`config.mk`:
```
export PLATFORM = sky130hd
export DESIGN_NAME = inst_fetch_unit_flat
export DESIGN_NICKNAME = d
export VERILOG_FILES = /design/src/rtl/inst_fetch_unit_if.sv /design/src/rtl/inst_fetch_unit.sv /design/src/flat_wrapper.sv
export SDC_FILE = /design/constraint.sdc
export NUM_CORES = 1
export LEC_CHECK = 0
export ABC_CLOCK_PERIOD_IN_PS = 6300
export CAP_MARGIN = 25
export CORE_ASPECT_RATIO = 2
export CORE_UTILIZATION = 46
export CTS_BUF_LIST = sky130_fd_sc_hd__clkbuf_8
export CTS_CLUSTER_DIAMETER = 30
export CTS_CLUSTER_SIZE = 28
export DETAILED_ROUTE_END_ITERATION = 12
export HOLD_SLACK_MARGIN = 0.08
export PLACE_DENSITY = 0.69
export SLEW_MARGIN = 20
export SYNTH_ARGS = -nofsm -noshare
export SYNTH_HDL_FRONTEND = slang
export SYNTH_SLANG_ARGS = --single-unit
```
`constraint.sdc`:
```
create_clock -name clk -period 6.3 [get_ports clk]
set_input_delay 0.945 -clock clk [delete_from_list [all_inputs] [get_ports clk]]
set_output_delay 0.945 -clock clk [all_outputs]
set_load 0.01 [all_outputs]
```
`src/rtl/inst_fetch_unit_if.sv`:
```
// rtl/inst_fetch_unit_if.sv - fetch unit bus: imem request/response, redirect and decode handshake
interface inst_fetch_unit_if #(
  parameter int IW = 16,
  parameter int AW = 16
);
  logic          imem_req;
  logic [AW-1:0] imem_addr;
  logic          imem_gnt;
  logic          imem_rvalid;
  logic [IW-1:0] imem_rdata;
  logic          redirect;
  logic [AW-1:0] redirect_pc;
  logic          inst_valid;
  logic          inst_ready;
  logic [IW-1:0] inst;
  logic [AW-1:0] inst_pc;
  logic [2:0]    opcode;

  modport master (
    output imem_req, imem_addr,
    input  imem_gnt, imem_rvalid, imem_rdata,
    input  redirect, redirect_pc,
    output inst_valid, inst, inst_pc, opcode,
    input  inst_ready
  );

  modport slave (
    input  imem_req, imem_addr,
    output imem_gnt, imem_rvalid, imem_rdata,
    output redirect, redirect_pc,
    input  inst_valid, inst, inst_pc, opcode,
    output inst_ready
  );
endinterface

```
`src/rtl/inst_fetch_unit.sv`:
```
// rtl/inst_fetch_unit.sv - sequential instruction fetch with 2-entry buffer and redirect flush
module inst_fetch_unit #(
  parameter int            IW       = 16,
  parameter int            AW       = 16,
  parameter logic [AW-1:0] RESET_PC = '0
) (
  input  logic              clk,
  input  logic              rst,
  inst_fetch_unit_if.master bus
);
  logic [AW-1:0] pc_q, pc_d;
  logic [AW-1:0] resp_pc_q, resp_pc_d;
  logic [2:0]    outstanding_q, outstanding_d;
  logic [2:0]    discard_q, discard_d;
  logic [IW-1:0] word_q [2];
  logic [AW-1:0] wpc_q [2];
  logic          rd_ptr_q, rd_ptr_d;
  logic          wr_ptr_q, wr_ptr_d;
  logic [1:0]    count_q, count_d;
  logic [IW-1:0] hold_inst_q;
  logic [AW-1:0] hold_pc_q;
  logic          run_q;

  logic [2:0]    live;
  logic [2:0]    occupancy;
  logic          req, grant, rsp, push, pop;
  logic [IW-1:0] head_inst;
  logic [AW-1:0] head_pc;

  // A pop this cycle frees a slot in time for the response, giving one instruction per cycle.
  assign live      = outstanding_q - discard_q;
  assign pop       = (count_q != 2'd0) && bus.inst_ready;
  assign occupancy = live + {1'b0, count_q} - {2'b0, pop};
  assign req       = run_q && !bus.redirect && (occupancy < 3'd2) && (outstanding_q != 3'd7);
  assign grant     = req && bus.imem_gnt;
  assign rsp       = bus.imem_rvalid && (outstanding_q != 3'd0);
  assign push      = rsp && !bus.redirect && (discard_q == 3'd0);

  assign head_inst = (count_q != 2'd0) ? word_q[rd_ptr_q] : hold_inst_q;
  assign head_pc   = (count_q != 2'd0) ? wpc_q[rd_ptr_q]  : hold_pc_q;

  assign bus.imem_req   = req;
  assign bus.imem_addr  = pc_q;
  assign bus.inst_valid = (count_q != 2'd0);
  assign bus.inst       = head_inst;
  assign bus.inst_pc    = head_pc;
  assign bus.opcode     = head_inst[IW-1:IW-3];

  always_comb begin
    pc_d          = pc_q;
    resp_pc_d     = resp_pc_q;
    outstanding_d = outstanding_q + {2'b0, grant} - {2'b0, rsp};
    discard_d     = discard_q;
    count_d       = count_q + {1'b0, push} - {1'b0, pop};
    rd_ptr_d      = rd_ptr_q ^ pop;
    wr_ptr_d      = wr_ptr_q ^ push;
    if (bus.redirect) begin
      pc_d      = bus.redirect_pc;
      resp_pc_d = bus.redirect_pc;
      // Everything still in flight after this cycle's response is stale.
      discard_d = outstanding_q - {2'b0, rsp};
      count_d   = 2'd0;
      rd_ptr_d  = 1'b0;
      wr_ptr_d  = 1'b0;
    end else begin
      if (grant) begin
        pc_d = pc_q + 1'b1;
      end
      if (push) begin
        resp_pc_d = resp_pc_q + 1'b1;
      end
      if (rsp && (discard_q != 3'd0)) begin
        discard_d = discard_q - 3'd1;
      end
    end
  end

  always_ff @(posedge clk or posedge rst) begin
    if (rst) begin
      pc_q          <= RESET_PC;
      resp_pc_q     <= RESET_PC;
      outstanding_q <= '0;
      discard_q     <= '0;
      count_q       <= '0;
      rd_ptr_q      <= 1'b0;
      wr_ptr_q      <= 1'b0;
      hold_inst_q   <= '0;
      hold_pc_q     <= '0;
      run_q         <= 1'b0;
      for (int i = 0; i < 2; i++) begin
        word_q[i] <= '0;
        wpc_q[i]  <= '0;
      end
    end else begin
      pc_q          <= pc_d;
      resp_pc_q     <= resp_pc_d;
      outstanding_q <= outstanding_d;
      discard_q     <= discard_d;
      count_q       <= count_d;
      rd_ptr_q      <= rd_ptr_d;
      wr_ptr_q      <= wr_ptr_d;
      hold_inst_q   <= head_inst;
      hold_pc_q     <= head_pc;
      run_q         <= 1'b1;
      if (push) begin
        word_q[wr_ptr_q] <= bus.imem_rdata;
        wpc_q[wr_ptr_q]  <= resp_pc_q;
      end
    end
  end
endmodule
```
`src/flat_wrapper.sv`:
```
// flat-port wrapper written by rule: the top's interface ports become plain ports
module inst_fetch_unit_flat 
#(
  parameter int            IW       = 16,
  parameter int            AW       = 16,
  parameter logic [AW-1:0] RESET_PC = '0
)
  (clk, rst, bus_imem_req, bus_imem_addr, bus_imem_gnt, bus_imem_rvalid, bus_imem_rdata, bus_redirect, bus_redirect_pc, bus_inst_valid, bus_inst, bus_inst_pc, bus_opcode, bus_inst_ready);
  inst_fetch_unit_if #(.IW(IW), .AW(AW)) bus_i ();
  input  logic clk;
  input  logic rst;
  output wire logic [$bits(bus_i.imem_req)-1:0] bus_imem_req;
  output wire logic [$bits(bus_i.imem_addr)-1:0] bus_imem_addr;
  input wire logic [$bits(bus_i.imem_gnt)-1:0] bus_imem_gnt;
  input wire logic [$bits(bus_i.imem_rvalid)-1:0] bus_imem_rvalid;
  input wire logic [$bits(bus_i.imem_rdata)-1:0] bus_imem_rdata;
  input wire logic [$bits(bus_i.redirect)-1:0] bus_redirect;
  input wire logic [$bits(bus_i.redirect_pc)-1:0] bus_redirect_pc;
  output wire logic [$bits(bus_i.inst_valid)-1:0] bus_inst_valid;
  output wire logic [$bits(bus_i.inst)-1:0] bus_inst;
  output wire logic [$bits(bus_i.inst_pc)-1:0] bus_inst_pc;
  output wire logic [$bits(bus_i.opcode)-1:0] bus_opcode;
  input wire logic [$bits(bus_i.inst_ready)-1:0] bus_inst_ready;
  assign bus_imem_req = bus_i.imem_req;
  assign bus_imem_addr = bus_i.imem_addr;
  assign bus_i.imem_gnt = bus_imem_gnt;
  assign bus_i.imem_rvalid = bus_imem_rvalid;
  assign bus_i.imem_rdata = bus_imem_rdata;
  assign bus_i.redirect = bus_redirect;
  assign bus_i.redirect_pc = bus_redirect_pc;
  assign bus_inst_valid = bus_i.inst_valid;
  assign bus_inst = bus_i.inst;
  assign bus_inst_pc = bus_i.inst_pc;
  assign bus_opcode = bus_i.opcode;
  assign bus_i.inst_ready = bus_inst_ready;
  inst_fetch_unit #(.IW(IW), .AW(AW), .RESET_PC(RESET_PC)) u_core (.clk(clk), .rst(rst), .bus(bus_i));
endmodule
```
==> flow_metrics.env, run 1 <==
export IMPL_final_seq_area_mm2=0.00348
export IMPL_fmax_mhz=192
export IMPL_syn_area_per_cell_um2=11.3
export IMPL_ys_seq_area_share_pct=54.2
export IMPL_tightest_slew_ps=875
export IMPL_arrival_ps=4270
export IMPL_synth_area_mm2=0.00642
export IMPL_drc=0
export IMPL_viasPerCell=5.46
export IMPL_critPathCaptureType="output pin"
export IMPL_drtPass1Iterations=5
export IMPL_status="completed"
export IMPL_setup_tns_ps=0
export IMPL_combinationalPowerShare_pct=44.1
export IMPL_synth_area_leaders="dfrtp_1 (54%), mux2_2 (12%), mux2i_1 (5.1%)"
export IMPL_fin_crit_sh_pct=82.8
export IMPL_wire_per_inst_um=16.5
export IMPL_worst_path_max_fanout=3
export IMPL_numPortBuffers=90
export IMPL_yosys_most_used_dff="dfrtp_1"
export IMPL_placed_area_mm2=0.00743
export IMPL_hp_class="flip-flop to flip-flop"
export IMPL_stdcell_area_mm2=0.00787
export IMPL_internal_power_mw=2.53
export IMPL_dieArea_mm2=0.0145
export IMPL_initial_core_util_pct=47.5
export IMPL_numCtsBuffers=17
export IMPL_required_ps=5350
export IMPL_post_cts_buffers=0
export IMPL_synth_area_leader_cell="dfrtp_1"
export IMPL_grtUsageTotal_pct=20.2
export IMPL_p_sw_mw=1.37
export IMPL_cts_root_buf="clkbuf_8"
export IMPL_ant_nets=0
export IMPL_grt_pass1_wl_mm=22.8
export IMPL_dp_hpwl_mm=9.26
export IMPL_period_needed_ps=5220
export IMPL_place_worst_setup_slack_ps=1090
export IMPL_vdd_drop_max_mv=0.223
export IMPL_cp_common_cell="fa_1"
export IMPL_cts_tree="yes"
export IMPL_cts_resized=0
export IMPL_p_leak_nw=3.38
export IMPL_synth_seq_cells=139
export IMPL_critPathKind="input port to output pin"
export IMPL_cp_cell_sequence="clkdlybuf4s50_1, nand2_1, fa_1, inv_1, fa_1, nand2b_1, fa_1, xnor2_1, xnor2_2, and2_1, clkdlybuf4s50_1"
export IMPL_switching_share_pct=35.1
export IMPL_multi_input_area_mm2=0.00267
export IMPL_cts_max_level=4
export IMPL_whs_ps=506
export IMPL_relSlewSlack_pct=41.7
export IMPL_coreArea_mm2=0.0135
export IMPL_die_y_um=169
export IMPL_slowest_stage="fa_1"
export IMPL_io_pins=91
export IMPL_stdcell_count=819
export IMPL_rsz0062_at_grt="false"
export IMPL_num_rows=60
export IMPL_antenna_found_initial=0
export IMPL_final_hold_viol_count=0
export IMPL_setup_worst_path_start_class="input port"
export IMPL_fill_cells=1168
export IMPL_synth_edf_count=0
export IMPL_ys_warn_count=0
export IMPL_clkSlewWorstSetupHoldPaths_ps=70
export IMPL_fp_dieW_um=85.5
export IMPL_cap_viol_max_count=0
export IMPL_synth_fp_nets=622
export IMPL_cts_hold_buf=0
export IMPL_setup_viol=0
export IMPL_synth_top_area_share_pct=54.2
export IMPL_dpl_cell_count=786
export IMPL_clkPwrFrac_pct=19.1
export IMPL_nNetsFinal=706
export IMPL_antennaDiodeCount=0
export IMPL_drt_wl_total_mm=13.5
export IMPL_synth_async_reset_ratio_pct=100
export IMPL_grt_overflow=0
export IMPL_syn_inst=567
export IMPL_yosys_cell_count_top_type="dfrtp_1"
export IMPL_grt_start_max_net_pins=96
export IMPL_finalWeightedCongestion=0.822
export IMPL_grt_pass1_vias=4790
export IMPL_seq_power_share_pct=36.8
export IMPL_syn2layout_area_growth_pct=22.6
export IMPL_fin_total_pwr_mw=3.91
export IMPL_initialDrtViolationCount=207
export IMPL_maxSlewViolCount=0
export IMPL_synth_common_cells="dfrtp_1 (139), mux2_2 (66), nor2_1 (46), a21oi_1 (44), nand2_1 (37)"
export IMPL_num_vias=4473
export IMPL_power_density_mw_per_mm2=496
export IMPL_clock_sinks=139
export IMPL_fin_util_pct=58.2
export IMPL_setup_slack_ps=1080
export IMPL_insertion_delay_ps=430
export IMPL_critPathMaxStageDelay_ps=550
export IMPL_finClkSkew_ps=10.5
export IMPL_synth_cell_types=41
export IMPL_drive_gt1_share_pct=17.0
export IMPL_cts_buffer_depth=2
worst max-delay path: cells and delay by family:
| kind | cells | cell delay (ps) |
|---|---|---|
| XOR/XNOR | 2 | 450 |
| adder cells (fa/ha/maj) | 3 | 1380 |
| buffers and inverters | 3 | 1050 |
| AND/OR/NAND/NOR | 3 | 430 |
cell families (layout without fill, tap and decap cells):
| family | Yosys count | after routing | synth area share (%) |
|---|---|---|---|
| muxes | 99 | 99 | 16.7 |
| and+or+nand+nor | 131 | 131 | 9.45 |
| DFF | 139 | 139 | 54.2 |
| adders and majority gates | 17 | 17 | 3.90 |
| AOI/OAI and AO/OA | 86 | 86 | 7.70 |
| xor gates and xnor gates | 26 | 26 | 3.66 |
| buffers and inverters | 68 | 165 | 4.35 |
| other | 1 | 1 | 0.0584 |
cell type report:
class	instances	area share, %
multi-input combinational	360	34.0
timing repair buffer	97	12.3
sequential	139	44.2
tap	155	2.46
inverter	36	1.78
clock buffer	18	3.15
clock inverter	14	2.16
power groups by stage:
stage,clock network (mW),registers [mW],logic [mW]
CTS,0.764,1.47,1.71
global placement,0,1.47,1.65
floorplan,0,1.40,1.07
detailed placement,0,1.49,1.70
global route,0.807,1.48,1.89
finish,0.745,1.44,1.72
metal layers:
metal	part of all wire (%)	wire (µm)	global-route usage, %
met5	0	0	0
met4	2.4	320	8.33
met3	3.5	474	4.24
met2	55	7480	37.2
met1	39	5260	22.1
placed cells by master (no fill, tap or decap), types with 14 or more instances in the layout:
cell type / synthesis / layout
mux2_2: 66 / 66
a21oi_1: 44 / 44
inv_1: 36 / 35
o21ai_0: 21 / 21
nor2_1: 46 / 46
dfrtp_1: 139 / 138
clkdlybuf4s50_1: 0 / 90
xnor2_1: 14 / 14
mux2i_1: 33 / 33
nand2_1: 37 / 36
clkbuf_8: 0 / 18
state kept, by name, summed over array words and instances, names as in the netlist:
| name | cells |
|---|---|
| u_core.count_q | 2 |
| u_core.word_q | 32 |
| u_core.wpc_q | 32 |
| u_core.outstanding_q | 3 |
| u_core.discard_q | 3 |
| u_core.bus.imem_addr | 16 |
| u_core.run_q | 1 |
| u_core.resp_pc_q | 16 |
| u_core.hold_pc_q | 16 |
| u_core.hold_inst_q | 16 |
| u_core.wr_ptr_q | 1 |
| u_core.rd_ptr_q | 1 |
worst paths after layout:
path	depth (start not counted)	to	slack [ps]	from
min reg2reg	1	u_core.wpc_q[19]	510	u_core.wpc_q[19]
max	11	bus_imem_req	1080	bus_inst_ready
max reg2reg	17	u_core.outstanding_q[2]	2110	u_core.count_q[1]
max in group asynchronous	3	u_core.word_q[11]	4130	rst
min in group asynchronous	2	u_core.discard_q[2]	1030	rst
min	1	u_core.wpc_q[19]	510	u_core.wpc_q[19]
No activity file was read; power rests on OpenSTA's default activity.
==> run 2: changes to the inputs <==
--- a/config.mk
+++ b/config.mk
@@ -5,7 +5,7 @@
 export SDC_FILE = /design/constraint.sdc
 export NUM_CORES = 1
 export LEC_CHECK = 0
-export ABC_CLOCK_PERIOD_IN_PS = 6300
+export ABC_CLOCK_PERIOD_IN_PS = 4990
 export CAP_MARGIN = 25
 export CORE_ASPECT_RATIO = 2
 export CORE_UTILIZATION = 46
==> constraint.sdc (replaced) <==
create_clock -name clk -period 4.99 [get_ports clk]
set_input_delay 0.7485 -clock clk [delete_from_list [all_inputs] [get_ports clk]]
set_output_delay 0.7485 -clock clk [all_outputs]
set_load 0.01 [all_outputs]
==> run 2 against run 1 <==
Sequential share of layout area decreased by 0.12 points. Count of clock-buffer cells in the layout rose by 1. Clock power is 25% higher. Non-clock buffer count rose by 3. Worst hold slack improved by 1.5 ps. Flip-flop and latch count unchanged. Wire length increased by 1.6%. Combinational power is 28% higher. Register-to-register slack worse by 1200 ps. Critical path depth unchanged. Setup slack lost 880 ps.
==> flow_metrics.env, run 2 (synthesis results as in run 1) <==
export IMPL_drc=0
export IMPL_setup_tns_ps=0
export IMPL_cpLargestDelayFamily="adder cells"
export IMPL_syn2layout_area_growth_pct=22.9
export IMPL_coreArea_mm2=0.0135
export IMPL_drive_gt1_share_pct=17.1
export IMPL_cts_buffer_depth=2
export IMPL_period_needed_ps=4780
export IMPL_clkPwrFrac_pct=18.7
export IMPL_final_common_cell="dfrtp_1"
export IMPL_final_cell_mix="dfrtp_1 (138), clkdlybuf4s50_1 (90), mux2_2 (66), nor2_1 (46), a21oi_1 (44)"
export IMPL_wire_per_inst_um=16.8
export IMPL_combinationalPowerShare_pct=44.1
export IMPL_clkSlewWorstSetupHoldPaths_ps=70
export IMPL_num_rows=60
export IMPL_viasPerCell=5.39
export IMPL_worst_path_max_fanout=3
export IMPL_fp_dieW_um=85.5
export IMPL_arrival_ps=4030
export IMPL_required_ps=4240
export IMPL_numCtsBuffers=17
export IMPL_drtPass1Iterations=7
export IMPL_antenna_found_initial=0
export IMPL_switching_share_pct=35.0
export IMPL_dpl_cell_count=788
export IMPL_tightest_slew_ps=1040
export IMPL_cap_viol_max_count=0
export IMPL_relSlewSlack_pct=30.7
export IMPL_finalWeightedCongestion=0.794
export IMPL_maxSlewViolCount=0
export IMPL_clock_sinks=139
export IMPL_rsz0062_at_grt="false"
export IMPL_cts_max_level=4
export IMPL_insertion_delay_ps=430
export IMPL_cts_root_buf="clkbuf_8"
export IMPL_finClkSkew_ps=15.7
export IMPL_placed_area_mm2=0.00744
export IMPL_dp_hpwl_mm=9.37
export IMPL_stdcell_count=820
export IMPL_fin_util_pct=58.4
export IMPL_setup_slack_ps=208
export IMPL_setup_worst_path_start_class="input port"
export IMPL_stdcell_area_mm2=0.00789
export IMPL_p_leak_nw=3.39
export IMPL_ff2ff_setup_slack_ps=920
export IMPL_grt_overflow=0
export IMPL_grtUsageTotal_pct=20.6
export IMPL_nNetsFinal=709
export IMPL_drt_wl_total_mm=13.7
export IMPL_fin_crit_sh_pct=95.8
export IMPL_cp_common_cell="fa_1"
export IMPL_critPathMaxStageDelay_ps=550
export IMPL_ant_nets=0
export IMPL_critPathKind="input port to output pin"
export IMPL_status="completed"
export IMPL_cp_cell_sequence="clkdlybuf4s50_1, nand2_1, fa_1, inv_1, fa_1, nand2b_1, fa_1, xnor2_2, xnor2_2, and2_1, clkdlybuf4s50_1"
export IMPL_num_vias=4416
export IMPL_cts_tree="yes"
export IMPL_p_sw_mw=1.75
export IMPL_grt_pass1_vias=4792
export IMPL_antennaDiodeCount=0
export IMPL_io_pins=91
export IMPL_grt_start_max_net_pins=108
export IMPL_hp_class="flip-flop to flip-flop"
export IMPL_final_hold_viol_count=0
export IMPL_dieArea_mm2=0.0145
export IMPL_critPathCaptureType="output pin"
export IMPL_slowest_stage="fa_1"
export IMPL_die_y_um=169
export IMPL_place_worst_setup_slack_ps=165
export IMPL_grt_pass1_wl_mm=23.1
export IMPL_fin_total_pwr_mw=4.99
export IMPL_initialDrtViolationCount=141
export IMPL_internal_power_mw=3.25
export IMPL_initial_core_util_pct=47.5
export IMPL_power_density_mw_per_mm2=633
export IMPL_setup_viol=0
export IMPL_vdd_drop_max_mv=0.317
export IMPL_fmax_mhz=209
export IMPL_reg_largest_list="u_core.word_q x32, u_core.wpc_q x32"
export IMPL_whs_ps=508
export IMPL_fill_cells=1149
export IMPL_numPortBuffers=90
export IMPL_crit_buf_inv=3
export IMPL_seq_power_share_pct=37.2
## run 2: cell types whose count changed in the layout (fill, tap and decap cells not counted), sizes merged
cell      change
buf           +3
clkinv        -2
inv           -2
clkbuf        +1
clkinvlp      +1
## run 2: path summary, 6_finish.rpt
| kind | from | end | cells after the start |
|---|---|---|---|
| setup / recovery | bus_inst_ready | bus_imem_req | 11 |
| hold / removal | u_core.word_q[14] | u_core.word_q[14] | 1 |
| setup reg to reg | u_core.count_q[1] | u_core.outstanding_q[2] | 18 |
| hold reg to reg | u_core.word_q[14] | u_core.word_q[14] | 1 |
| max in group asynchronous | rst | u_core.hold_pc_q[10] | 4 |
| min in group asynchronous | rst | u_core.word_q[29] | 2 |
## run 2: cell type report
| class | instances | area, µm² | area share, % |
|---|---|---|---|
| flip-flops and latches | 139 | 3480 | 44.1 |
| repair buffers | 100 | 996 | 12.6 |
| well taps | 155 | 194 | 2.46 |
| clock buffers | 19 | 262 | 3.31 |
| clock inverters | 11 | 146 | 1.86 |
| multi-input cells | 360 | 2670 | 33.9 |
| inverters | 36 | 140 | 1.78 |
## run 2: layer usage
| metal | GRT usage (%) | wire [µm] | up-vias |
|---|---|---|---|
| met4 | 8.99 | 319 | 0 |
| li1 | - | - | 2109 |
| met2 | 37.1 | 7650 | 107 |
| met5 | 0 | 0 | - |
| met1 | 22.7 | 5300 | 2176 |
| met3 | 4.83 | 485 | 24 |
## run 2: what timing repair did
item,CTS,global route
gates resized for setup,0,1
setup endpoints to repair,0,1
hold buffers,0,0
buffers inserted,0,1
## run 2: power groups by stage
stage / combinational (mW) / sequential, mW / clock (mW)
final: 2.20 / 1.86 / 0.933
after detailed placement: 2.16 / 1.88 / 0
after CTS: 2.18 / 1.86 / 0.964
after global routing: 2.42 / 1.91 / 1.01
after floorplan: 1.35 / 1.76 / 0
after global placement: 2.09 / 1.85 / 0
==> run 3: changes to the inputs <==
--- a/config.mk
+++ b/config.mk
@@ -6,7 +6,7 @@
 export NUM_CORES = 1
 export LEC_CHECK = 0
 export ABC_CLOCK_PERIOD_IN_PS = 4990
-export CAP_MARGIN = 25
+export CAP_MARGIN = 20
 export CORE_ASPECT_RATIO = 2
 export CORE_UTILIZATION = 46
 export CTS_BUF_LIST = sky130_fd_sc_hd__clkbuf_8
==> run 3 against run 2 <==
Final area is 0.35% lower. Sequential share of layout area is 0.15 points higher. Sequential power hardly changed. Final cell count is 0.12% lower. Critical endpoint unchanged. Die area stayed put. Count of clock-buffer cells in the layout stayed put. Flip-flop and latch count stayed put. Setup slack hardly changed. First-iteration DRC count is 0.71% higher. Largest cell class unchanged. Worst hold slack worse by 0.56 ps. Fmax hardly changed.
==> flow_metrics.env, run 3 (synthesis results as in run 1) <==
export IMPL_reg_largest_list="u_core.word_q x32, u_core.wpc_q x32"
export IMPL_coreArea_mm2=0.0135
export IMPL_insertion_delay_ps=430
export IMPL_dp_hpwl_mm=9.37
export IMPL_cts_buffer_depth=2
export IMPL_wire_per_inst_um=16.7
export IMPL_internal_power_mw=3.24
export IMPL_final_cell_mix="dfrtp_1 (138), clkdlybuf4s50_1 (90), mux2_2 (66), nor2_1 (46), a21oi_1 (44)"
export IMPL_p_sw_mw=1.75
export IMPL_grt_pass1_wl_mm=23.1
export IMPL_io_pins=91
export IMPL_required_ps=4240
export IMPL_period_needed_ps=4780
export IMPL_cts_root_buf="clkbuf_8"
export IMPL_tightest_slew_ps=1050
export IMPL_power_density_mw_per_mm2=635
export IMPL_worst_path_max_fanout=3
export IMPL_setup_tns_ps=0
export IMPL_cts_hold_buf=0
export IMPL_final_hold_viol_count=0
export IMPL_antenna_found_initial=0
export IMPL_fp_dieW_um=85.5
export IMPL_cts_max_level=4
export IMPL_switching_share_pct=35.0
export IMPL_drc=0
export IMPL_final_common_cell="dfrtp_1"
export IMPL_p_leak_nw=3.38
export IMPL_setup_viol=0
export IMPL_rsz0062_at_grt="false"
export IMPL_combinationalPowerShare_pct=44.1
export IMPL_critPathKind="input port to output pin"
export IMPL_finalWeightedCongestion=0.794
export IMPL_grtUsageTotal_pct=20.6
export IMPL_setup_worst_path_start_class="input port"
export IMPL_clock_sinks=139
export IMPL_hp_class="flip-flop to flip-flop"
export IMPL_clkSlewWorstSetupHoldPaths_ps=70
export IMPL_numCtsBuffers=17
export IMPL_arrival_ps=4030
export IMPL_initialDrtViolationCount=142
export IMPL_cap_viol_max_count=0
export IMPL_num_rows=60
export IMPL_grt_start_max_net_pins=108
export IMPL_fin_total_pwr_mw=4.99
export IMPL_maxSlewViolCount=0
export IMPL_finClkSkew_ps=14.9
export IMPL_num_vias=4425
export IMPL_dieArea_mm2=0.0145
export IMPL_syn2layout_area_growth_pct=22.5
export IMPL_critPathCaptureType="output pin"
export IMPL_grt_pass1_vias=4792
export IMPL_fin_crit_sh_pct=95.8
export IMPL_antennaDiodeCount=0
export IMPL_nNetsFinal=708
export IMPL_initial_core_util_pct=47.5
export IMPL_vdd_drop_max_mv=0.317
export IMPL_cts_tree="yes"
export IMPL_drtPass1Iterations=6
export IMPL_ant_nets=0
export IMPL_status="completed"
export IMPL_drt_wl_total_mm=13.7
export IMPL_numPortBuffers=90
export IMPL_clkPwrFrac_pct=18.7
export IMPL_seq_power_share_pct=37.2
export IMPL_drive_gt1_share_pct=17.0
export IMPL_viasPerCell=5.40
export IMPL_fmax_mhz=209
export IMPL_die_y_um=169
export IMPL_relSlewSlack_pct=30.3
export IMPL_grt_overflow=0
==> run 3: layer usage <==
metal  share of wire [%]  wire length, µm  track usage, %
met1                  39             5320            22.7
met2                  55             7500            37.1
met3                 3.4              467            4.83
met4                 2.8              389            8.99
met5                   0                0               0
==> run 3: stage by stage <==
step	instances	utilization [%]	area [µm²]	worst slack, ps	hold slack (ps)
floorplan	567	-	6420	517	480
global placement	788	55.1	7440	175	488
detailed placement	788	55.1	7440	165	495
CTS	818	58.1	7850	133	511
global route	819	58.2	7860	45.8	516
finish	819	58.2	7860	207	507
==> run 3: critical path, stage by stage <==
cell and delay (ps):
clkdlybuf4s50_1 450, nand2_1 110, fa_1 550, inv_1 60
fa_1 460, nand2b_1 180, fa_1 420, xnor2_2 210
xnor2_2 150, and2_1 150, clkdlybuf4s50_1 530
==> run 3: power groups by stage <==
stage / clock (mW) / combinational [mW] / sequential, mW
floorplan: 0 / 1.35 / 1.76
global placement: 0 / 2.09 / 1.85
detailed placement: 0 / 2.16 / 1.88
CTS: 0.964 / 2.18 / 1.86
global route: 1.01 / 2.41 / 1.91
finish: 0.933 / 2.20 / 1.86
==> run 3: worst paths after layout <==
kind | start | to | slack [ps] | cells past startpoint
worst max register to register | u_core.count_q[1] | u_core.outstanding_q[2] | 920 | 18
max in group asynchronous | rst | u_core.hold_pc_q[10] | 3030 | 3
worst min register to register | u_core.word_q[14] | u_core.word_q[14] | 510 | 1
worst max-delay path | bus_inst_ready | bus_imem_req | 210 | 11
min in group asynchronous | rst | u_core.hold_inst_q[10] | 890 | 2
worst min-delay path | u_core.word_q[14] | u_core.word_q[14] | 510 | 1
==> run 3: layout make-up <==
cell class                      count  area (µm²)
Clock buffer                       19         262
Clock inverter                     11         146
Fill cell                        1153        5650
Inverter                           36         140
Multi-Input combinational cell    360        2670
Sequential cell                   139        3480
Tap cell                          155         194
Timing Repair Buffer               99         968
==> run 3: repair_timing <==
item / CTS / global route
buffers inserted: 0 / 1
resized for setup: 0 / 1
setup endpoints to repair: 0 / 1
